<file path="src/rtl/apu_master_port.sv">
// apu_master_port: core-side initiator for the shared APU/FPU protocol.
// Registers core operations onto the APU request channel with a tagged ID,
// tracks in-flight operations in a reorder buffer, accepts out-of-order
// responses and hands results back to the core in issue order.
module apu_master_port #(
    parameter int ID_WIDTH        = 9,
    parameter int NB_ARGS         = 2,
    parameter int OPCODE_WIDTH    = 6,
    parameter int DATA_WIDTH      = 32,
    parameter int FLAGS_IN_WIDTH  = 15,
    parameter int FLAGS_OUT_WIDTH = 5,
    parameter int MAX_OUTSTANDING = 4,
    parameter int SRC_ID          = 0
) (
    input  logic                            clk,
    input  logic                            rst_n,
    // core request side
    input  logic                            core_req_i,
    output logic                            core_gnt_o,
    input  logic [NB_ARGS*DATA_WIDTH-1:0]   core_operands_i,
    input  logic [OPCODE_WIDTH-1:0]         core_op_i,
    input  logic [FLAGS_IN_WIDTH-1:0]       core_flags_i,
    // core result side
    output logic                            core_rvalid_o,
    input  logic                            core_rready_i,
    output logic [DATA_WIDTH-1:0]           core_rdata_o,
    output logic [FLAGS_OUT_WIDTH-1:0]      core_rflags_o,
    // APU request channel
    output logic                            apu_req_o,
    input  logic                            apu_gnt_i,
    output logic [ID_WIDTH-1:0]             apu_ID_o,
    output logic [NB_ARGS*DATA_WIDTH-1:0]   apu_operands_o,
    output logic [OPCODE_WIDTH-1:0]         apu_op_o,
    output logic [FLAGS_IN_WIDTH-1:0]       apu_flags_o,
    // APU response channel
    input  logic                            apu_rvalid_i,
    input  logic [DATA_WIDTH-1:0]           apu_rdata_i,
    input  logic [FLAGS_OUT_WIDTH-1:0]      apu_rflags_i,
    input  logic [ID_WIDTH-1:0]             apu_rID_i,
    output logic                            apu_rready_o,
    // status
    output logic                            busy_o,
    output logic                            err_o
);

    localparam int TAG_BITS = $clog2(MAX_OUTSTANDING);
    localparam int CNT_W    = TAG_BITS + 1;
    localparam int UP_W     = ID_WIDTH - TAG_BITS;
    localparam logic [UP_W-1:0]  SRC_UP  = UP_W'(SRC_ID);
    localparam logic [CNT_W-1:0] CNT_MAX = CNT_W'(MAX_OUTSTANDING);

    // request holding register
    logic                          hold_valid_q;
    logic [ID_WIDTH-1:0]           hold_id_q;
    logic [NB_ARGS*DATA_WIDTH-1:0] hold_operands_q;
    logic [OPCODE_WIDTH-1:0]       hold_op_q;
    logic [FLAGS_IN_WIDTH-1:0]     hold_flags_q;

    // reorder buffer bookkeeping
    logic [TAG_BITS-1:0]           wr_ptr;
    logic [TAG_BITS-1:0]           rd_ptr;
    logic [CNT_W-1:0]              alloc_cnt;
    logic [MAX_OUTSTANDING-1:0]    pending;
    logic [MAX_OUTSTANDING-1:0]    done;
    logic [MAX_OUTSTANDING-1:0][DATA_WIDTH-1:0]      rob_data;
    logic [MAX_OUTSTANDING-1:0][FLAGS_OUT_WIDTH-1:0] rob_flags;
    logic                          err_q;

    logic                          issue;
    logic                          deliver;
    logic [TAG_BITS-1:0]           rsp_idx;
    logic                          rsp_src_ok;
    logic                          rsp_ok;

    // A new op may enter whenever the holding slot is free or is being
    // granted this cycle, and a reorder-buffer entry is still free.
    assign core_gnt_o = (~hold_valid_q | apu_gnt_i) & (alloc_cnt < CNT_MAX);
    assign issue      = core_req_i & core_gnt_o;
    assign deliver    = core_rvalid_o & core_rready_i;

    // Responses are only trusted for our source, an allocated tag, and
    // a tag that has not already completed.
    assign rsp_idx    = apu_rID_i[TAG_BITS-1:0];
    assign rsp_src_ok = (apu_rID_i[ID_WIDTH-1:TAG_BITS] == SRC_UP);
    assign rsp_ok     = apu_rvalid_i & rsp_src_ok & pending[rsp_idx] & ~done[rsp_idx];

    assign apu_req_o      = hold_valid_q;
    assign apu_ID_o       = hold_id_q;
    assign apu_operands_o = hold_operands_q;
    assign apu_op_o       = hold_op_q;
    assign apu_flags_o    = hold_flags_q;
    assign apu_rready_o   = 1'b1;

    assign core_rvalid_o = done[rd_ptr];
    assign core_rdata_o  = rob_data[rd_ptr];
    assign core_rflags_o = rob_flags[rd_ptr];
    assign busy_o        = (alloc_cnt != '0);
    assign err_o         = err_q;

    // Holding register: loads on core handshake, frees on APU grant.
    always_ff @(posedge clk or negedge rst_n) begin
        if (!rst_n) begin
            hold_valid_q    <= 1'b0;
            hold_id_q       <= '0;
            hold_operands_q <= '0;
            hold_op_q       <= '0;
            hold_flags_q    <= '0;
        end else if (issue) begin
            hold_valid_q    <= 1'b1;
            hold_id_q       <= {SRC_UP, wr_ptr};
            hold_operands_q <= core_operands_i;
            hold_op_q       <= core_op_i;
            hold_flags_q    <= core_flags_i;
        end else if (apu_gnt_i) begin
            hold_valid_q    <= 1'b0;
        end
    end

    // Pointers and the outstanding-entry count.
    always_ff @(posedge clk or negedge rst_n) begin
        if (!rst_n) begin
            wr_ptr    <= '0;
            rd_ptr    <= '0;
            alloc_cnt <= '0;
        end else begin
            if (issue)   wr_ptr <= wr_ptr + 1'b1;
            if (deliver) rd_ptr <= rd_ptr + 1'b1;
            case ({issue, deliver})
                2'b10:   alloc_cnt <= alloc_cnt + 1'b1;
                2'b01:   alloc_cnt <= alloc_cnt - 1'b1;
                default: alloc_cnt <= alloc_cnt;
            endcase
        end
    end

    // Per-entry state. Allocation and delivery never hit the same entry in
    // one cycle (a free write slot equal to rd_ptr means the buffer is empty).
    for (genvar e = 0; e < MAX_OUTSTANDING; e++) begin : g_entry
        localparam logic [TAG_BITS-1:0] IDX = TAG_BITS'(e);
        logic                       pend_q;
        logic                       done_q;
        logic [DATA_WIDTH-1:0]      data_q;
        logic [FLAGS_OUT_WIDTH-1:0] flags_q;

        // Track allocation, completion and retirement of this entry.
        always_ff @(posedge clk or negedge rst_n) begin
            if (!rst_n) begin
                pend_q  <= 1'b0;
                done_q  <= 1'b0;
                data_q  <= '0;
                flags_q <= '0;
            end else begin
                if (deliver && rd_ptr == IDX) begin
                    pend_q <= 1'b0;
                    done_q <= 1'b0;
                end
                if (issue && wr_ptr == IDX) pend_q <= 1'b1;
                if (rsp_ok && rsp_idx == IDX) begin
                    done_q  <= 1'b1;
                    data_q  <= apu_rdata_i;
                    flags_q <= apu_rflags_i;
                end
            end
        end

        assign pending[e]   = pend_q;
        assign done[e]      = done_q;
        assign rob_data[e]  = data_q;
        assign rob_flags[e] = flags_q;
    end

    // Sticky flag for any response that could not be matched to an entry.
    always_ff @(posedge clk or negedge rst_n) begin
        if (!rst_n)                        err_q <= 1'b0;
        else if (apu_rvalid_i && !rsp_ok)  err_q <= 1'b1;
    end

endmodule

</file>
<file path="config.mk">
export PLATFORM = sky130hd
export DESIGN_NAME = apu_master_port
export DESIGN_NICKNAME = d
export VERILOG_FILES = /design/src/rtl/apu_master_port.sv
export SDC_FILE = /design/constraint.sdc
export NUM_CORES = 1
export LEC_CHECK = 0
export ABC_AREA = 1
export ABC_CLOCK_PERIOD_IN_PS = 5900
export CAP_MARGIN = 10
export CORE_MARGIN = 1.5
export CORE_UTILIZATION = 54
export CTS_CLUSTER_SIZE = 20
export DETAILED_ROUTE_END_ITERATION = 8
export GPL_TIMING_DRIVEN = 0
export PLACE_DENSITY = 0.92
export SETUP_SLACK_MARGIN = 0.5
export SLEW_MARGIN = 15
export SYNTH_ARGS = -nofsm -noshare
export SYNTH_HDL_FRONTEND = slang
export SYNTH_SLANG_ARGS = --single-unit
</file>
<file path="constraint.sdc">
create_clock -name clk -period 5.9 [get_ports clk]
set_input_delay 0.885 -clock clk [delete_from_list [all_inputs] [get_ports clk]]
set_output_delay 0.885 -clock clk [all_outputs]
set_load 0.05 [all_outputs]
</file>
**After elaboration in Yosys (flattened, before gate mapping)**

Cells that the tools add are included.
W data, S select, Z words.

- Muxes and demuxes: 25
- Order comparisons: 3
- Bitwise gates (word level): 9
- Reductions and logical operators: 29
- Eq/ne operators: 11
- $add $sub $neg: 4

Operators with widths:

| operator | number |
|---|---|
| $bmux W32 S2 | 1 |
| $mux W32 | 1 |
| $reduce_bool A2 Y1 | 10 |
| $mux W1 | 17 |
| $eq A2 B2 Y1 const B | 7 |
| $logic_and A1 B1 Y1 | 13 |
| $bmux W5 S2 | 1 |
| $eq A2 B1 Y1 const B | 4 |
| $logic_not A7 Y1 | 1 |
| $and A1 B1 Y1 | 6 |
| $bmux W1 S2 | 3 |
| $logic_not A2 Y1 | 3 |
| $lt A2 B3 Y1 const B | 2 |
| $pmux W3 S2 | 1 |
| $mux W5 | 1 |
| $add A2 B1 Y2 const B | 2 |
| $add A3 B1 Y3 const B | 1 |
| $lt A3 B3 Y1 const B | 1 |
| $reduce_bool A3 Y1 | 1 |
| $sub A3 B1 Y3 const B | 1 |
| $not A1 Y1 | 2 |
| $logic_not A1 Y1 | 1 |
| $or A1 B1 Y1 | 1 |

- Word-level logic and storage cells: 106
- Input bits: 137
- Output and inout port bits: 137
- Flip-flop bits (word level): 252

**Depth between registers and ports, before layout**

- Word-level depth: 6
- Mapped depth: 12
- Gate-level depth less buffers: 12

**Least setup slack after synthesis**

No wires, ideal clock.

- Kind: in2reg
- Start: input apu_gnt_i
- End: register alloc_cnt[2]
- Data arrival time: 2.773 ns
- Path buffers: 2
- Cell stages on the path: 10
- Setup slack: 2.996 ns
- Data required time: 5.769 ns
- Library setup time: 0.131 ns
- Cell sequence: inv_2 > a21oi_4 > nand2_1 > buf_4 > buf_2 > ha_1 > fa_1 > a21oi_1 > o21ai_0 > xor2_1

- Word-level cells in the longest chain between the ends: 5
- Elaborated cells on any way between the ends: 7
- Classes of those cells: eq/ne: 2; mux: 1; bitwise: 3; reduce/logical: 1

Ends and longest elaborated chain:

| element | line | RTL |
|---|---|---|
| start, declared | 30 | `input logic apu_gnt_i,` |
| $or A1 B1 Y1 * | 77 | `assign core_gnt_o = (~hold_valid_q \| apu_gnt_i) & (alloc_cnt < CNT_MAX);` |
| $and A1 B1 Y1 * | 77 |  |
| named net core_gnt_o | 19 | `output logic core_gnt_o,` |
| $and A1 B1 Y1 * | 78 | `assign issue = core_req_i & core_gnt_o;` |
| $eq A2 B1 Y1 or $eq A2 B2 Y1 (tied branches) | 128 | `case ({issue, deliver})` |
| $pmux W3 S2 or $reduce_bool A2 Y1 (tied branches) | n/a |  |
| end signal, assigned | 129 | `2'b10: alloc_cnt <= alloc_cnt + 1'b1;` |
| end signal, assigned | 130 | `2'b01: alloc_cnt <= alloc_cnt - 1'b1;` |
| end signal, assigned | 131 | `default: alloc_cnt <= alloc_cnt;` |
| end, declared | 62 | `logic [CNT_W-1:0] alloc_cnt;` |

Mark *: on every way through the listed nets, which the timed path passes. The rest lies on a longest branch.
A chain may end at the register's enable or synchronous reset.

**Worst setup path in the final report**

- Start: register rd_ptr[1]
- End: output core_rdata_o[27]

- Word-level cells in the longest chain between the ends: 2

Ends and longest elaborated chain:

| element | line | RTL |
|---|---|---|
| start, declared | 61 | `logic [TAG_BITS-1:0] rd_ptr;` |
| start signal, assigned | 127 | `if (deliver) rd_ptr <= rd_ptr + 1'b1;` |
| $bmux W32 S2 | 95 | `assign core_rdata_o = rob_data[rd_ptr];` |
| $mux W32 (implied by the code) | 95 |  |
| end, declared | 26 | `output logic [DATA_WIDTH-1:0] core_rdata_o,` |

Every way passes these cells. The select of a mux whose other input is x is not followed.

==> results.json <==
{
  "status": "finished clean",
  "yosysSeqAreaShare": 0.549,
  "drv_slew": 0,
  "path_clk_slew_ps": 70,
  "first_pass_iters": 6,
  "rsz0062_at_grt": "no",
  "cts.sink_count": 252,
  "synth_xor_area_frac": 0.00305,
  "synth_top_area_frac": 0.549,
  "routed_wl_um": 38300,
  "whs_ps": 218,
  "grt_overflow": 0,
  "p_leak_nw": 7.67,
  "antenna_found_initial": 7,
  "fin_tns_setup_ps": 0,
  "cts_max_level": 1,
  "crit_path_start_kind": "flop",
  "die_h_um": 149,
  "first_iter_violations": 1095,
  "detail_route.vias_per_cell": 5.98,
  "finalPower_mw": 4.03,
  "fin_worst_skew_ps": 11.7,
  "fmax_mhz": 223,
  "synthToLayoutAreaGrowth_pct": 35.3,
  "cts_tree": "done",
  "yosysUniqueCellTypes": 26,
  "fill_cells": 1411,
  "synth_compound_area_frac": 0.0606,
  "maxSlewHeadroom": 0.574,
  "grt_max_degree": 110,
  "insertion_delay_ps": 550,
  "fin_area_mm2": 0.0155,
  "routedWlPerCell_um": 21.3,
  "setup_viol": 0,
  "synth.largest_area_cell": "dfrtp_1",
  "register_area_mm2": 0.00631,
  "placed_cell_area_mm2": 0.0145,
  "syn_area_mm2": 0.0115,
  "layout_min_cycle_time_ps": 4490,
  "vias": 10800,
  "finalNetCount": 1643,
  "hold_viol": 0,
  "drc_errors": 0,
  "worstPathRequired_ps": 5020,
  "peakVddDrop_uv": 226,
  "synth_ff_type": "dfrtp_1",
  "synthAdderAreaFrac": 0.0116,
  "ys_async_sr_fraction": 1.00,
  "worstPathMaxFanout": 11,
  "grt_pass1_vias": 10900,
  "placementRows": 53,
  "hpwl_um": 26000,
  "multiInputGateArea_mm2": 0.00449,
  "boundaryPins": 274,
  "drive_gt1_frac": 0.142,
  "final_antenna_net_count": 0,
  "gp_congestion": 0.890,
  "synth_top_family_by_area": "simple AND/OR/NAND/NOR gates",
  "post_cts_buffers": 0,
  "maxCapViolCount": 0,
  "cts_buffer_depth": 3,
  "worstSetupPathType": "flop to output port",
  "ff2ff_path_depth": 10,
  "netlist_instances": 1196,
  "root_buffer": "clkbuf_16",
  "synth-simple-area-share": 0.229,
  "hold_class": "input pin to asynchronous set/reset pin",
  "die_area_mm2": 0.0221,
  "layout_worst_path_cycle_share": 0.761,
  "syn_area_per_cell_um2": 9.60,
  "holdBufCountCts": 0,
  "grt_pass1_wl_um": 59400,
  "worst_pin_slew_ps": 639,
  "synth_most_common_cell": "nand2_1",
  "worstPathArrival_ps": 3600,
  "powerDensity_mw_per_mm2": 259,
  "io_buffers": 263,
  "cts_buffers": 27,
  "core_mm2": 0.0210,
  "grt_usage": 0.346,
  "crit_path_end_kind": "output port",
  "initial_core_util": 0.548,
  "synthMuxAreaShare": 0.0844,
  "die_w_um": 149,
  "synth_warnings": 0,
  "ys_top_cells_by_count": "nand2_1, dfrtp_1, nand4_1, mux2_2, o21ai_0",
  "synth_edf_count": 0,
  "cts_resized": 0,
  "synth-seq-cells": 252,
  "synth.area.top_cells": "dfrtp_1, nand2_1, mux2_2, nand4_1, o21ai_0"
}
## cell usage in the layout, fill, tap and decap left out, types with 13 or more instances in the layout
cell type	instances
buf_2	35
buf_4	21
buf_6	14
clkbuf_1	32
clkbuf_16	27
clkdlybuf4s50_1	262
dfrtp_1	252
inv_1	15
mux2_2	86
nand2_1	336
nand3_1	13
nand4_1	152
nor2_1	84
o21ai_0	86
o22ai_1	37
## final cells by class
type / count / area share
antenna: 9 / 0.00145
buffer: 108 / 0.0408
clock buffer: 32 / 0.0467
clock inverter: 18 / 0.0156
inverter: 18 / 0.00435
multi-input combinational: 824 / 0.289
sequential: 252 / 0.406
tap: 275 / 0.0222
timing repair buffer: 265 / 0.173
## critical path, cell delays in order (launching register included)
cell             delay, ps
dfrtp_1                430
inv_1                  210
clkbuf_1               380
clkbuf_1               500
o21ai_0                290
o22ai_1                350
clkdlybuf4s50_1        880
## path summary, 6_finish.rpt
path	endpoint	start	slack [ps]
setup reg to reg	alloc_cnt[1]	rd_ptr[0]	3200
setup / recovery	core_rdata_o[27]	rd_ptr[1]	1410
hold reg to reg	err_o	err_o	460
max in group asynchronous	apu_operands_o[30]	rst_n	4860
min in group clk	err_o	err_o	460
hold / removal	g_entry[1].data_q[31]	rst_n	220
## kinds of logic after synthesis
kind of cell	after synthesis
flops	252
xor+xnor	4
other cells	2
compound gates	127
simple gates	589
buf+inv	126
fa+ha+maj	10
mux	86
## layer usage
layer / GRT usage / up-vias / wire length, um
met5: 0 / - / 0
met4: 0.173 / 0 / 1980
met1: 0.403 / 5114 / 12800
li1: - / 4693 / -
met3: 0.103 / 170 / 4680
met2: 0.583 / 797 / 18900
## sequential cells by signal, summed over array words and instances, names as in the netlist
| signal | cells |
|---|---|
| rd_ptr | 2 |
| g_entry.flags_q | 20 |
| apu_ID_o | 2 |
| wr_ptr | 2 |
| err_o | 1 |
| g_entry.data_q | 128 |
| apu_op_o | 6 |
| g_entry.done_q | 4 |
| apu_operands_o | 64 |
| alloc_cnt | 3 |
| apu_flags_o | 15 |
| g_entry.pend_q | 4 |
| apu_req_o | 1 |
## where the power goes
| group | internal, mW | switching (mW) |
|---|---|---|
| clock network | 1.10 | 0.735 |
| registers | 1.76 | 0.0203 |
| logic | 0.163 | 0.244 |
| total | 3.03 | 0.999 |
## through the flow
step / instances / setup WS [ps] / utilization
finish: 1801 / 1410 / 0.741
global placement: 1740 / -6620 / 0.691
floorplan: 1202 / 3000 / -
detailed placement: 1742 / 2170 / 0.694
global route: 1800 / 1360 / 0.741
CTS: 1792 / 1500 / 0.740
Power figures use the tool's default switching activity.
